File: config.mk
export PLATFORM = sky130hd
export DESIGN_NAME = opentdc_event_fifo
export DESIGN_NICKNAME = d
export VERILOG_FILES = /design/src/rtl/opentdc_event_fifo.sv
export SDC_FILE = /design/constraint.sdc
export NUM_CORES = 1
export LEC_CHECK = 0
export CAP_MARGIN = 20
export CORE_MARGIN = 2
export CORE_UTILIZATION = 50
export DETAILED_ROUTE_END_ITERATION = 8
export PLACE_DENSITY_LB_ADDON = 0.3
export SLEW_MARGIN = 20
export SYNTH_ARGS = -nofsm -noshare
export SYNTH_HDL_FRONTEND = slang
export SYNTH_SLANG_ARGS = --single-unit
export TNS_END_PERCENT = 20
File: constraint.sdc
create_clock -name wb_clk_i -period 14.11 [get_ports wb_clk_i]
set_clock_uncertainty 0.15 [all_clocks]
set_input_delay 2.1165 -clock wb_clk_i [delete_from_list [all_inputs] [get_ports wb_clk_i]]
set_output_delay 2.1165 -clock wb_clk_i [all_outputs]
set_load 0.01 [all_outputs]
File: src/rtl/opentdc_event_fifo.sv
// Timestamp FIFO between the TDC capture logic and the wishbone register bank.
// First-word-fall-through; events arriving while full are dropped and counted.
module opentdc_event_fifo #(
  parameter int unsigned DEPTH = 8,
  parameter int unsigned CW    = 32,
  parameter int unsigned FW    = 16,
  parameter int unsigned OVW   = 8
) (
  input  logic                     wb_clk_i,
  input  logic                     rst_n_i,
  input  logic                     evt_valid_i,
  input  logic [CW-1:0]            evt_coarse_i,
  input  logic [FW-1:0]            evt_fine_i,
  input  logic                     rd_i,
  input  logic                     clr_i,
  output logic                     rd_valid_o,
  output logic [CW+FW-1:0]         rd_data_o,
  output logic [$clog2(DEPTH):0]   level_o,
  output logic                     full_o,
  output logic [OVW-1:0]           ovf_cnt_o,
  output logic                     ovf_o
);

  localparam int unsigned AW = $clog2(DEPTH);
  localparam int unsigned DW = CW + FW;
  localparam logic [AW:0] DEPTH_L = (AW+1)'(DEPTH);

  logic [DW-1:0]  mem_q [DEPTH];

  logic [AW-1:0]  wr_ptr_q, wr_ptr_d;
  logic [AW-1:0]  rd_ptr_q, rd_ptr_d;
  logic [AW:0]    level_q, level_d;
  logic [OVW-1:0] ovf_cnt_q, ovf_cnt_d;
  logic           ovf_q, ovf_d;

  logic           is_full, is_empty;
  logic           pop, push, drop;
  logic [DW-1:0]  wr_data;

  always_comb begin
    is_full  = (level_q == DEPTH_L);
    is_empty = (level_q == '0);
    wr_data  = {evt_coarse_i, evt_fine_i};

    // A pop frees a slot in the same cycle, so a full FIFO still accepts a push alongside it.
    pop  = rd_i && !is_empty && !clr_i;
    push = evt_valid_i && (!is_full || pop) && !clr_i;
    drop = evt_valid_i && is_full && !pop && !clr_i;
  end

  always_comb begin
    wr_ptr_d  = wr_ptr_q;
    rd_ptr_d  = rd_ptr_q;
    level_d   = level_q;
    ovf_cnt_d = ovf_cnt_q;
    ovf_d     = ovf_q;

    if (clr_i) begin
      wr_ptr_d  = '0;
      rd_ptr_d  = '0;
      level_d   = '0;
      ovf_cnt_d = '0;
      ovf_d     = 1'b0;
    end else begin
      if (push) begin
        wr_ptr_d = wr_ptr_q + AW'(1);
      end
      if (pop) begin
        rd_ptr_d = rd_ptr_q + AW'(1);
      end
      case ({push, pop})
        2'b10:   level_d = level_q + (AW+1)'(1);
        2'b01:   level_d = level_q - (AW+1)'(1);
        default: level_d = level_q;
      endcase
      if (drop) begin
        ovf_d = 1'b1;
        if (ovf_cnt_q != '1) begin
          ovf_cnt_d = ovf_cnt_q + OVW'(1);
        end
      end
    end
  end

  always_ff @(posedge wb_clk_i) begin
    if (!rst_n_i) begin
      wr_ptr_q  <= '0;
      rd_ptr_q  <= '0;
      level_q   <= '0;
      ovf_cnt_q <= '0;
      ovf_q     <= 1'b0;
    end else begin
      wr_ptr_q  <= wr_ptr_d;
      rd_ptr_q  <= rd_ptr_d;
      level_q   <= level_d;
      ovf_cnt_q <= ovf_cnt_d;
      ovf_q     <= ovf_d;
    end
  end

  // Storage is deliberately not reset; only pointers and counters are.
  always_ff @(posedge wb_clk_i) begin
    if (rst_n_i && push) begin
      mem_q[wr_ptr_q] <= wr_data;
    end
  end

  always_comb begin
    rd_valid_o = !is_empty;
    full_o     = is_full;
    level_o    = level_q;
    ovf_cnt_o  = ovf_cnt_q;
    ovf_o      = ovf_q;
    rd_data_o  = is_empty ? '0 : mem_q[rd_ptr_q];
  end

endmodule

==> report_table.html, run 1 <==
<table>
<tr><th>Metric</th><th>Value</th></tr>
<tr><th colspan="2">Run status</th></tr>
<tr><td>Outcome</td><td>completed</td></tr>
<tr><th colspan="2">Floorplanning</th></tr>
<tr><td>Effective utilization at floorplan</td><td>0.510</td></tr>
<tr><td>Standard-cell rows</td><td>64</td></tr>
<tr><td>Std-Cell Core Area</td><td>0.0307 mm²</td></tr>
<tr><td>Chip height</td><td>181 µm</td></tr>
<tr><td>Total Die Area</td><td>around 0.033 mm²</td></tr>
<tr><td># IOs</td><td>roughly 120</td></tr>
<tr><td>Overall die width</td><td>approximately 180 µm</td></tr>
<tr><th colspan="2">Detailed routing</th></tr>
<tr><td>Mean number of vias per cell</td><td>5.82</td></tr>
<tr><td>DRC viols</td><td>0</td></tr>
<tr><td>Post-route ant nets</td><td>0</td></tr>
<tr><td>Total wirelength of the detailed-routed design</td><td>~31000 µm</td></tr>
<tr><td>Routed wire length per instance</td><td>roughly 24 µm</td></tr>
<tr><td>Initial DRC count</td><td>518</td></tr>
<tr><td>Number of detailed-routing iterations run before antenna repair</td><td>6</td></tr>
<tr><td>Routed via count</td><td>7544</td></tr>
<tr><th colspan="2">Pwr</th></tr>
<tr><td>P_leak</td><td>approximately 0.0056 µW</td></tr>
<tr><td>Pwr per Cell Area</td><td>approximately 130 mW/mm²</td></tr>
<tr><td>Peak supply drop</td><td>0.0874 mV</td></tr>
<tr><th colspan="2">Global route</th></tr>
<tr><td>Overflow left after global routing</td><td>0</td></tr>
<tr><td>Number of global-route vias before repair</td><td>7900</td></tr>
<tr><td>Global routing usage summed across all routing layers</td><td>0.193</td></tr>
<tr><td>Initial antenna violation count</td><td>1</td></tr>
<tr><td>Global-route wire length before repair</td><td>approximately 47000 µm</td></tr>
<tr><td>Pin count of the biggest net entering global routing</td><td>60</td></tr>
<tr><th colspan="2">Placement</th></tr>
<tr><td>Pre-CTS setup slack</td><td>approximately 8.4 ns</td></tr>
<tr><td>I/O Buffers</td><td>~120</td></tr>
<tr><td>Half-perimeter wire length of the detailed placement result</td><td>between 15000 and 20000 µm</td></tr>
<tr><td>Routability congestion estimate</td><td>around 0.76</td></tr>
<tr><th colspan="2">Final layout</th></tr>
<tr><td>Commonest non-fill, non-tap cells in the layout</td><td>sky130_fd_sc_hd__edfxtp_1 (384), sky130_fd_sc_hd__clkdlybuf4s50_1 (115), sky130_fd_sc_hd__mux4_2 (96)</td></tr>
<tr><td>Area growth from synthesis to layout</td><td>18.5%</td></tr>
<tr><td>Count of inserted antenna diode cells</td><td>0</td></tr>
<tr><td>Fraction of layout cells with a size suffix above 1</td><td>0.199</td></tr>
<tr><td>Filler cell count in the final layout</td><td>around 2200</td></tr>
<tr><td># nets final</td><td>between 900 and 1000</td></tr>
<tr><td>Most common cell after layout, fill and taps aside</td><td>sky130_fd_sc_hd__edfxtp_1</td></tr>
<tr><th colspan="2">Clocking</th></tr>
<tr><td>Clock transition time at the flip-flop clock pins of the worst setup and hold paths</td><td>around 0.060 ns</td></tr>
<tr><td>Maximum buffer depth of the clock tree</td><td>3</td></tr>
<tr><td>Clock root buffer</td><td>sky130_fd_sc_hd__clkbuf_16</td></tr>
<tr><td>Number of sinks on the clock net</td><td>around 410</td></tr>
<tr><td>Insertion delay of the later-clocked pin in the worst-skew pair</td><td>roughly 0.52 ns</td></tr>
<tr><td>PostCTS Resize Cnt</td><td>0</td></tr>
<tr><td>H-tree levels</td><td>2</td></tr>
<tr><td>Post-CTS Setup Bufs</td><td>0</td></tr>
<tr><td>Number of clock buffers inserted by TritonCTS</td><td>40</td></tr>
<tr><td>TritonCTS clock tree</td><td>done</td></tr>
<tr><td>CTS Hold Buffers Added</td><td>0</td></tr>
<tr><th colspan="2">Synth</th></tr>
<tr><td>Synth unique cells</td><td>41</td></tr>
<tr><td>Gate count after technology mapping</td><td>739</td></tr>
<tr><td>Post-Syn Nets</td><td>between 700 and 800</td></tr>
<tr><td>Number of flip-flops and latches in the synthesized netlist</td><td>around 400</td></tr>
<tr><td>Number of flops mapped to enable cells by yosys</td><td>about 380</td></tr>
<tr><td>Post-synthesis instance area</td><td>0.0156 mm²</td></tr>
<tr><td>Post-synthesis average cell area</td><td>about 21 µm²</td></tr>
<tr><td>Share of synthesized flip-flops with an asynchronous set or reset</td><td>0</td></tr>
<tr><td>Sequential cell area fraction in the yosys report</td><td>0.766</td></tr>
<tr><td>Main synth FF type</td><td>sky130_fd_sc_hd__edfxtp_1</td></tr>
<tr><td>Number of synthesis warnings</td><td>0</td></tr>
<tr><th colspan="2">STA</th></tr>
<tr><td>Pin slew with the least headroom to its limit</td><td>1.11 ns</td></tr>
<tr><td>Setup-violating endpoint count in the final report</td><td>0</td></tr>
<tr><td>Setup slack after layout</td><td>about 7.9 ns</td></tr>
<tr><td>Max Freq</td><td>~160 MHz</td></tr>
<tr><td>Number of hold violations in the final report</td><td>0</td></tr>
<tr><td>Slew Limit Fails</td><td>0</td></tr>
<tr><td>Post-route clock period utilization</td><td>0.438</td></tr>
<tr><td>Max-slew headroom at the worst pin</td><td>0.262</td></tr>
<tr><td>Unrepaired setup endpoints after global routing</td><td>no</td></tr>
<tr><td>Total negative setup slack</td><td>0 ns</td></tr>
<tr><td>Final worst path period need</td><td>a little over 6 ns</td></tr>
<tr><th colspan="2">Setup path</th></tr>
<tr><td>Required time of the critical path</td><td>11.84 ns</td></tr>
<tr><td>Buffering stage count on the worst path with inverters included</td><td>2</td></tr>
<tr><td>Worst-path cell chain</td><td>buf_4 -&gt; mux4_2 -&gt; mux2i_1 -&gt; nor2_1 -&gt; clkdlybuf4s50_1</td></tr>
<tr><td>Master of the slowest instance on the critical path</td><td>sky130_fd_sc_hd__dfxtp_4</td></tr>
<tr><td>R2r worst-path depth</td><td>10</td></tr>
<tr><td>Maximum fanout count along the critical path</td><td>between 40 and 50</td></tr>
<tr><td>Max stage delay on crit path</td><td>slightly below 1 ns</td></tr>
<tr><td>Arrival time at the worst endpoint</td><td>around 3.9 ns</td></tr>
<tr><td>Nature of the critical path startpoint</td><td>flop</td></tr>
<tr><td>Kind of end point of the critical path</td><td>output port</td></tr>
<tr><td>Critical path class</td><td>flop to output port</td></tr>
<tr><td>Critical path depth</td><td>5</td></tr>
<tr><td>Cell family with most CP delay</td><td>buffers and inverters</td></tr>
<tr><th colspan="2">Job</th></tr>
<tr><td>Number of maximum-capacitance constraint violations</td><td>0</td></tr>
<tr><th colspan="2">Hold path</th></tr>
<tr><td>Worst min-delay path class</td><td>flop to flop</td></tr>
<tr><td>Instance count along the most critical hold path</td><td>2</td></tr>
</table>
path summary, 6_finish.rpt:
| path | from | end | slack, ns |
|---|---|---|---|
| worst min-delay path | ovf_o | ovf_o | 0.33 |
| worst max-delay path | flop | rd_data_o[5] | 7.94 |
| worst min register to register | ovf_o | ovf_o | 0.33 |
| worst max register to register | level_o[0] | level_o[2] | 10.87 |
routing by layer:
| metal | part of all wire | track usage | routed length (µm) | vias to the layer above |
|---|---|---|---|---|
| met1 | 0.44 | 0.273 | 13400 | 3955 |
| met2 | 0.49 | 0.313 | 15100 | 236 |
| met5 | 0.00036 | 0 | 11 | - |
| met4 | 0.020 | 0.0558 | 624 | 2 |
| met3 | 0.053 | 0.0329 | 1640 | 43 |
| li1 | - | - | - | 3308 |
layout make-up:
| type | count | area [µm²] | share of cell area |
|---|---|---|---|
| Clock inverter | 16 | 161 | 0.00871 |
| Tap cell | 396 | 495 | 0.0268 |
| Clock buffer | 54 | 1070 | 0.0580 |
| Sequential cell | 406 | 12000 | 0.647 |
| Multi-Input combinational cell | 290 | 3520 | 0.190 |
| Timing Repair Buffer | 130 | 1260 | 0.0682 |
| Inverter | 5 | 20.0 | 0.00108 |
sequential cells by signal, summed over array words and instances (netlist names), named ones only:
register and count:
mem_q 384, ovf_cnt_o 8, level_o 4, rd_ptr_q 3, wr_ptr_q 3, ovf_o 1
Yosys cell counts, types with 4 or more instances:
cell,count,share of area
sky130_fd_sc_hd__a21oi_1,8,0.0026
sky130_fd_sc_hd__edfxtp_1,384,0.74
sky130_fd_sc_hd__clkbuf_1,27,0.0065
sky130_fd_sc_hd__nor3_1,5,0.0016
sky130_fd_sc_hd__nor4_1,4,0.0016
sky130_fd_sc_hd__nand3_1,4,0.0013
sky130_fd_sc_hd__nor2_1,62,0.015
sky130_fd_sc_hd__xor2_1,4,0.0022
sky130_fd_sc_hd__inv_1,4,0.00096
sky130_fd_sc_hd__o21ai_0,6,0.0019
sky130_fd_sc_hd__buf_2,7,0.0022
sky130_fd_sc_hd__ha_1,6,0.0048
sky130_fd_sc_hd__mux4_2,96,0.14
sky130_fd_sc_hd__mux2i_1,52,0.033
sky130_fd_sc_hd__nand2_1,6,0.0014
sky130_fd_sc_hd__dfxtp_1,22,0.028
worst reg2reg max path, stage by stage, from the launching register on:
cell and delay, ns:
sky130_fd_sc_hd__dfxtp_1 0.38, sky130_fd_sc_hd__nor4_2 0.27, sky130_fd_sc_hd__buf_4 0.70, sky130_fd_sc_hd__nor3b_1 0.28
sky130_fd_sc_hd__ha_1 0.35, sky130_fd_sc_hd__xor2_1 0.17, sky130_fd_sc_hd__ha_1 0.18, sky130_fd_sc_hd__a21oi_1 0.15
sky130_fd_sc_hd__xor2_1 0.09, sky130_fd_sc_hd__or3_1 0.31, sky130_fd_sc_hd__a21oi_1 0.14
through the flow:
| step | cell area, µm² | cells | power, µW | utilization | hold slack (ns) |
|---|---|---|---|---|---|
| floorplan | 15600 | 739 | 1370 | - | 0.340 |
| global placement | 17300 | 1227 | 1420 | 0.564 | 0.306 |
| detailed placement | 17300 | 1227 | 1420 | 0.564 | 0.318 |
| CTS | 18500 | 1297 | 2420 | 0.604 | 0.335 |
| global route | 18500 | 1297 | 2470 | 0.604 | 0.369 |
| finish | 18500 | 1297 | 2400 | 0.604 | 0.325 |
kinds of logic after synthesis:
kind of cell / count (synthesis) / share of synthesized area
flops: 406 / 0.766
mux: 148 / 0.172
simple gates: 107 / 0.0330
buf+inv: 43 / 0.0119
compound gates: 23 / 0.00921
xor+xnor: 6 / 0.00336
fa+ha+maj: 6 / 0.00480
report_power, final:
group / total (µW) / internal, µW / switching, µW
Combinational: 66.7 / 31.2 / 35.5
Clock: 1010 / 590 / 421
Sequential: 1320 / 1320 / 2.52
(Power assumes the default switching activity.)
==> run 2, diff against run 1 <==
==> constraint.sdc (replaced) <==
create_clock -name wb_clk_i -period 6.4 [get_ports wb_clk_i]
set_clock_uncertainty 0.15 [all_clocks]
set_input_delay 0.96 -clock wb_clk_i [delete_from_list [all_inputs] [get_ports wb_clk_i]]
set_output_delay 0.96 -clock wb_clk_i [all_outputs]
set_load 0.01 [all_outputs]
==> report_table.html, run 2 (synthesis results as in run 1) <==
<table>
<tr><th>Metric</th><th>Value</th></tr>
<tr><th colspan="2">Floorplanning</th></tr>
<tr><td>Total Die Area</td><td>approximately 0.033 mm²</td></tr>
<tr><td>Standard-cell rows</td><td>64</td></tr>
<tr><td># IOs</td><td>116</td></tr>
<tr><td>Chip height</td><td>around 180 µm</td></tr>
<tr><td>Effective utilization at floorplan</td><td>0.510</td></tr>
<tr><td>Overall die width</td><td>around 180 µm</td></tr>
<tr><td>Std-Cell Core Area</td><td>roughly 0.031 mm²</td></tr>
<tr><th colspan="2">STA</th></tr>
<tr><td>Slew Limit Fails</td><td>0</td></tr>
<tr><td>Max Freq</td><td>approximately 220 MHz</td></tr>
<tr><td>Post-route clock period utilization</td><td>0.704</td></tr>
<tr><td>Setup-violating endpoint count in the final report</td><td>0</td></tr>
<tr><td>Pin slew with the least headroom to its limit</td><td>1.11 ns</td></tr>
<tr><td>Setup slack after layout</td><td>between 1.5 and 2 ns</td></tr>
<tr><td>Unrepaired setup endpoints after global routing</td><td>no</td></tr>
<tr><td>Final worst path period need</td><td>around 4.5 ns</td></tr>
<tr><td>Number of hold violations in the final report</td><td>0</td></tr>
<tr><td>Hold slack</td><td>around 0.33 ns</td></tr>
<tr><td>Max-slew headroom at the worst pin</td><td>0.257</td></tr>
<tr><th colspan="2">Clocking</th></tr>
<tr><td>Clock root buffer</td><td>sky130_fd_sc_hd__clkbuf_16</td></tr>
<tr><td>Maximum buffer depth of the clock tree</td><td>3</td></tr>
<tr><td>Number of sinks on the clock net</td><td>a little over 400</td></tr>
<tr><td>PostCTS Resize Cnt</td><td>0</td></tr>
<tr><td>TritonCTS clock tree</td><td>done</td></tr>
<tr><td>Number of clock buffers inserted by TritonCTS</td><td>between 40 and 50</td></tr>
<tr><td>H-tree levels</td><td>2</td></tr>
<tr><td>Post-CTS Setup Bufs</td><td>0</td></tr>
<tr><td>CTS Hold Buffers Added</td><td>0</td></tr>
<tr><td>Insertion delay of the later-clocked pin in the worst-skew pair</td><td>approximately 0.52 ns</td></tr>
<tr><td>Clock transition time at the flip-flop clock pins of the worst setup and hold paths</td><td>0.05 ns</td></tr>
<tr><th colspan="2">Setup path</th></tr>
<tr><td>Kind of end point of the critical path</td><td>output port</td></tr>
<tr><td>Maximum fanout count along the critical path</td><td>between 40 and 50</td></tr>
<tr><td>Nature of the critical path startpoint</td><td>flop</td></tr>
<tr><td>Required time of the critical path</td><td>around 5.3 ns</td></tr>
<tr><td>Arrival time at the worst endpoint</td><td>~3.4 ns</td></tr>
<tr><td>Critical path class</td><td>flop to output port</td></tr>
<tr><th colspan="2">Placement</th></tr>
<tr><td>Pre-CTS setup slack</td><td>2.33 ns</td></tr>
<tr><td>Routability congestion estimate</td><td>~0.8</td></tr>
<tr><td>Half-perimeter wire length of the detailed placement result</td><td>~16000 µm</td></tr>
<tr><td>I/O Buffers</td><td>115</td></tr>
<tr><td>Cell count after placement</td><td>around 1200</td></tr>
<tr><th colspan="2">Global route</th></tr>
<tr><td>Overflow left after global routing</td><td>0</td></tr>
<tr><td>Met2 demand-to-capacity share in global routing</td><td>0.307</td></tr>
<tr><td>Number of global-route vias before repair</td><td>about 7700</td></tr>
<tr><td>Global-route wire length before repair</td><td>about 46000 µm</td></tr>
<tr><td>Fraction of met3 tracks used by global routing</td><td>0.0355</td></tr>
<tr><td>Global routing usage summed across all routing layers</td><td>0.186</td></tr>
<tr><td>Pin count of the biggest net entering global routing</td><td>74</td></tr>
<tr><td>Initial antenna violation count</td><td>2</td></tr>
<tr><td>Global route hottest layer</td><td>met2</td></tr>
<tr><td>Met1 Use GR</td><td>0.262</td></tr>
<tr><th colspan="2">Detailed routing</th></tr>
<tr><td>Initial DRC count</td><td>about 600</td></tr>
<tr><td>Number of detailed-routing iterations run before antenna repair</td><td>5</td></tr>
<tr><td>Mean number of vias per cell</td><td>~5.7</td></tr>
<tr><td>Post-route ant nets</td><td>0</td></tr>
<tr><td>DRC viols</td><td>0</td></tr>
<tr><td>Routed via count</td><td>between 7000 and 8000</td></tr>
<tr><td>Routed wire length per instance</td><td>23.1 µm</td></tr>
<tr><td>Total wirelength of the detailed-routed design</td><td>roughly 30000 µm</td></tr>
<tr><th colspan="2">Pwr</th></tr>
<tr><td>Peak supply drop</td><td>~0.22 mV</td></tr>
<tr><td>P_leak</td><td>0.00563 µW</td></tr>
<tr><td>Pwr per Cell Area</td><td>roughly 290 mW/mm²</td></tr>
<tr><th colspan="2">Final layout</th></tr>
<tr><td>Storage cell area</td><td>between 0.01 and 0.015 mm²</td></tr>
<tr><td>Most common cell after layout, fill and taps aside</td><td>sky130_fd_sc_hd__edfxtp_1</td></tr>
<tr><td>Register bank with the most flops</td><td>mem_q</td></tr>
<tr><td>Filler cell count in the final layout</td><td>between 2000 and 2500</td></tr>
<tr><td>Commonest non-fill, non-tap cells in the layout</td><td>sky130_fd_sc_hd__edfxtp_1 (384), sky130_fd_sc_hd__clkdlybuf4s50_1 (115), sky130_fd_sc_hd__mux4_2 (96)</td></tr>
<tr><td>Number of cells in the finished layout apart from fillers</td><td>approximately 1300</td></tr>
<tr><td>Utilization after layout</td><td>0.606</td></tr>
<tr><td># nets final</td><td>roughly 940</td></tr>
<tr><td>Number of flip-flops under the largest register name</td><td>roughly 380</td></tr>
<tr><td>Area growth from synthesis to layout</td><td>18.9%</td></tr>
<tr><td>Total area of multi-input combinational cells</td><td>between 0.003 and 0.004 mm²</td></tr>
<tr><td>Fraction of layout cells with a size suffix above 1</td><td>0.209</td></tr>
<tr><th colspan="2">Job</th></tr>
<tr><td>Number of maximum-capacitance constraint violations</td><td>0</td></tr>
<tr><th colspan="2">Run status</th></tr>
<tr><td>Outcome</td><td>completed</td></tr>
<tr><th colspan="2">Hold path</th></tr>
<tr><td>Worst min-delay path class</td><td>flop to flop</td></tr>
</table>
[run 2: per-stage QoR]
stage               power [µW]  instance area, µm²  setup TNS (ns)
global route              5460               18600               0
detailed placement        3120               17300               0
floorplan                 3030               15600          -23.23
CTS                       5340               18600               0
global placement          3120               17300               0
finish                    5300               18600               0
[run 2: worst max-delay path, stage by stage (launching register included)]
cell and delay [ns]:
sky130_fd_sc_hd__dfxtp_4 0.92, sky130_fd_sc_hd__buf_4 0.51, sky130_fd_sc_hd__mux4_2 0.55, sky130_fd_sc_hd__mux2i_1 0.26, sky130_fd_sc_hd__nor2_1 0.07, sky130_fd_sc_hd__clkdlybuf4s50_1 0.53
[run 2: power by group]
group	leakage, µW	internal (µW)	switching, µW
combinational	0.00137	68.7	76.8
sequential	0.00364	2920	5.33
clock	0.000625	1300	927
total	0.00563	4290	1010
[run 2: final cells by class]
| cell class | count | share of cell area |
|---|---|---|
| antenna | 1 | 0.000135 |
| clock buffer | 51 | 0.0595 |
| clock inverter | 20 | 0.00808 |
| inverter | 5 | 0.00108 |
| multi-input combinational | 290 | 0.190 |
| sequential | 406 | 0.645 |
| tap | 396 | 0.0267 |
| timing repair buffer | 135 | 0.0700 |
[run 2: final timing paths]
kind | endpoint | startpoint | slack (ns) | cells after the start
setup / recovery | rd_data_o[1] | flop | 1.90 | 5
hold / removal | ovf_o | ovf_o | 0.33 | 2
setup reg to reg | level_o[2] | level_o[1] | 3.09 | 10
hold reg to reg | ovf_o | ovf_o | 0.33 | 2
[run 2: layer usage]
layer	routed length [µm]	up-vias
met5	13	-
met4	409	2
met3	1500	32
met2	15000	193
met1	13100	3912
li1	-	3332
==> run 3, diff against run 2 <==
==> constraint.sdc (replaced) <==
create_clock -name wb_clk_i -period 4.18 [get_ports wb_clk_i]
set_clock_uncertainty 0.15 [all_clocks]
set_input_delay 0.627 -clock wb_clk_i [delete_from_list [all_inputs] [get_ports wb_clk_i]]
set_output_delay 0.627 -clock wb_clk_i [all_outputs]
set_load 0.01 [all_outputs]
==> report_table.html, run 3 (synthesis results as in run 1) <==
<table>
<tr><th>Metric</th><th>Value</th></tr>
<tr><th colspan="2">STA</th></tr>
<tr><td>Unrepaired setup endpoints after global routing</td><td>no</td></tr>
<tr><td>Max Freq</td><td>around 270 MHz</td></tr>
<tr><td>Final worst path period need</td><td>3.67 ns</td></tr>
<tr><td>Hold slack</td><td>between 0.3 and 0.4 ns</td></tr>
<tr><td>Number of hold violations in the final report</td><td>0</td></tr>
<tr><td>Post-route clock period utilization</td><td>0.877</td></tr>
<tr><td>Total negative setup slack</td><td>0 ns</td></tr>
<tr><td>Max-slew headroom at the worst pin</td><td>0.484</td></tr>
<tr><td>Setup-violating endpoint count in the final report</td><td>0</td></tr>
<tr><td>Slew Limit Fails</td><td>0</td></tr>
<tr><td>Pin slew with the least headroom to its limit</td><td>0.774 ns</td></tr>
<tr><th colspan="2">Clocking</th></tr>
<tr><td>H-tree levels</td><td>2</td></tr>
<tr><td>Number of sinks on the clock net</td><td>406</td></tr>
<tr><td>PostCTS Resize Cnt</td><td>0</td></tr>
<tr><td>Clock root buffer</td><td>sky130_fd_sc_hd__clkbuf_16</td></tr>
<tr><td>Insertion delay of the later-clocked pin in the worst-skew pair</td><td>approximately 0.52 ns</td></tr>
<tr><td>Clock transition time at the flip-flop clock pins of the worst setup and hold paths</td><td>around 0.060 ns</td></tr>
<tr><td>CTS Hold Buffers Added</td><td>0</td></tr>
<tr><td>Post-CTS Setup Bufs</td><td>0</td></tr>
<tr><td>Maximum buffer depth of the clock tree</td><td>3</td></tr>
<tr><td>Number of clock buffers inserted by TritonCTS</td><td>41</td></tr>
<tr><td>TritonCTS clock tree</td><td>done</td></tr>
<tr><th colspan="2">Setup path</th></tr>
<tr><td>Arrival time at the worst endpoint</td><td>2.89 ns</td></tr>
<tr><td>Reg2reg start</td><td>level_o[0]</td></tr>
<tr><td>Critical path class</td><td>flop to output port</td></tr>
<tr><td>Maximum fanout count along the critical path</td><td>29</td></tr>
<tr><td>Nature of the critical path startpoint</td><td>flop</td></tr>
<tr><td>Kind of end point of the critical path</td><td>output port</td></tr>
<tr><td>Required time of the critical path</td><td>3.40 ns</td></tr>
<tr><th colspan="2">Detailed routing</th></tr>
<tr><td>Number of detailed-routing iterations run before antenna repair</td><td>5</td></tr>
<tr><td>Initial DRC count</td><td>634</td></tr>
<tr><td>Total wirelength of the detailed-routed design</td><td>between 30000 and 40000 µm</td></tr>
<tr><td>Routed via count</td><td>7604</td></tr>
<tr><td>Mean number of vias per cell</td><td>~5.8</td></tr>
<tr><td>Routed wire length per instance</td><td>around 23 µm</td></tr>
<tr><td>DRC viols</td><td>0</td></tr>
<tr><td>Post-route ant nets</td><td>0</td></tr>
<tr><th colspan="2">Floorplanning</th></tr>
<tr><td>Std-Cell Core Area</td><td>roughly 0.03 mm²</td></tr>
<tr><td>Chip height</td><td>181 µm</td></tr>
<tr><td># IOs</td><td>~120</td></tr>
<tr><td>Overall die width</td><td>about 180 µm</td></tr>
<tr><td>Standard-cell rows</td><td>64</td></tr>
<tr><td>Effective utilization at floorplan</td><td>0.510</td></tr>
<tr><td>Total Die Area</td><td>0.0327 mm²</td></tr>
<tr><th colspan="2">Global route</th></tr>
<tr><td>Number of global-route vias before repair</td><td>approximately 7700</td></tr>
<tr><td>Overflow left after global routing</td><td>0</td></tr>
<tr><td>Pin count of the biggest net entering global routing</td><td>51</td></tr>
<tr><td>Global-route wire length before repair</td><td>~46000 µm</td></tr>
<tr><td>Global routing usage summed across all routing layers</td><td>0.187</td></tr>
<tr><td>Initial antenna violation count</td><td>2</td></tr>
<tr><th colspan="2">Final layout</th></tr>
<tr><td>Utilization after layout</td><td>0.615</td></tr>
<tr><td>Most common cell after layout, fill and taps aside</td><td>sky130_fd_sc_hd__edfxtp_1</td></tr>
<tr><td>Commonest non-fill, non-tap cells in the layout</td><td>sky130_fd_sc_hd__edfxtp_1 (384), sky130_fd_sc_hd__clkdlybuf4s50_1 (115), sky130_fd_sc_hd__mux4_2 (96)</td></tr>
<tr><td>Total area of multi-input combinational cells</td><td>~0.0035 mm²</td></tr>
<tr><td>Fraction of layout cells with a size suffix above 1</td><td>0.215</td></tr>
<tr><td>Number of flip-flops under the largest register name</td><td>between 300 and 400</td></tr>
<tr><td>Register bank with the most flops</td><td>mem_q</td></tr>
<tr><td>Area growth from synthesis to layout</td><td>20.8%</td></tr>
<tr><td>Storage cell area</td><td>roughly 0.012 mm²</td></tr>
<tr><td>Post-Layout Inst Area</td><td>0.0189 mm²</td></tr>
<tr><td>Filler cell count in the final layout</td><td>2108</td></tr>
<tr><td># nets final</td><td>942</td></tr>
<tr><th colspan="2">Run status</th></tr>
<tr><td>Outcome</td><td>completed</td></tr>
<tr><th colspan="2">Placement</th></tr>
<tr><td>Total cell area at the placement stage</td><td>roughly 0.017 mm²</td></tr>
<tr><td>Routability congestion estimate</td><td>roughly 0.77</td></tr>
<tr><td>Half-perimeter wire length of the detailed placement result</td><td>~16000 µm</td></tr>
<tr><td>I/O Buffers</td><td>roughly 120</td></tr>
<tr><th colspan="2">Job</th></tr>
<tr><td>Number of maximum-capacitance constraint violations</td><td>0</td></tr>
<tr><th colspan="2">Hold path</th></tr>
<tr><td>Worst min-delay path class</td><td>flop to flop</td></tr>
<tr><td>Hold_sp</td><td>ovf_o</td></tr>
<tr><th colspan="2">Pwr</th></tr>
<tr><td>Peak supply drop</td><td>0.351 mV</td></tr>
<tr><td>P_leak</td><td>0.00573 µW</td></tr>
<tr><td>Power consumption</td><td>about 8400 µW</td></tr>
<tr><td>Pwr per Cell Area</td><td>~450 mW/mm²</td></tr>
</table>
[run 3: worst paths after layout]
check / endpoint / slack [ns] / cells past startpoint
worst max register to register: level_o[2] / 1.06 / 9
worst min-delay path: ovf_o / 0.35 / 2
worst max-delay path: rd_data_o[14] / 0.51 / 5
worst min register to register: ovf_o / 0.35 / 2
[run 3: worst max-delay path, cell delays in order (launching register included)]
cell and delay (ns):
sky130_fd_sc_hd__dfxtp_4 0.74, sky130_fd_sc_hd__buf_4 0.30, sky130_fd_sc_hd__mux4_2 0.53, sky130_fd_sc_hd__mux2i_1 0.20, sky130_fd_sc_hd__nor2_1 0.07, sky130_fd_sc_hd__clkdlybuf4s50_1 0.51
[run 3: power by group]
group / total, µW / internal, µW / switching, µW
logic: 227 / 107 / 120
registers: 4470 / 4460 / 7.53
clock network: 3740 / 2270 / 1470
[run 3: cell type report]
| cell class | instances | share of cell area |
|---|---|---|
| clock inverters | 27 | 0.0151 |
| well taps | 396 | 0.0262 |
| flip-flops and latches | 406 | 0.635 |
| repair buffers | 139 | 0.0758 |
| multi-input cells | 290 | 0.188 |
| clock buffers | 49 | 0.0587 |
| diodes | 2 | 0.000265 |
| inverters | 5 | 0.00106 |
[run 3: layer usage]
layer / GRT usage / up-vias / routed length, µm
li1: - / 3342 / -
met2: 0.315 / 208 / 15100
met5: 0 / - / 0
met1: 0.261 / 4008 / 13100
met3: 0.0308 / 46 / 1540
met4: 0.0429 / 0 / 551
[run 3: stage by stage]
step,std cells,setup WS [ns]
global placement,1236,0.899
detailed placement,1236,0.830
floorplan,739,-0.812
CTS,1312,0.423
finish,1314,0.515
global route,1313,0.325
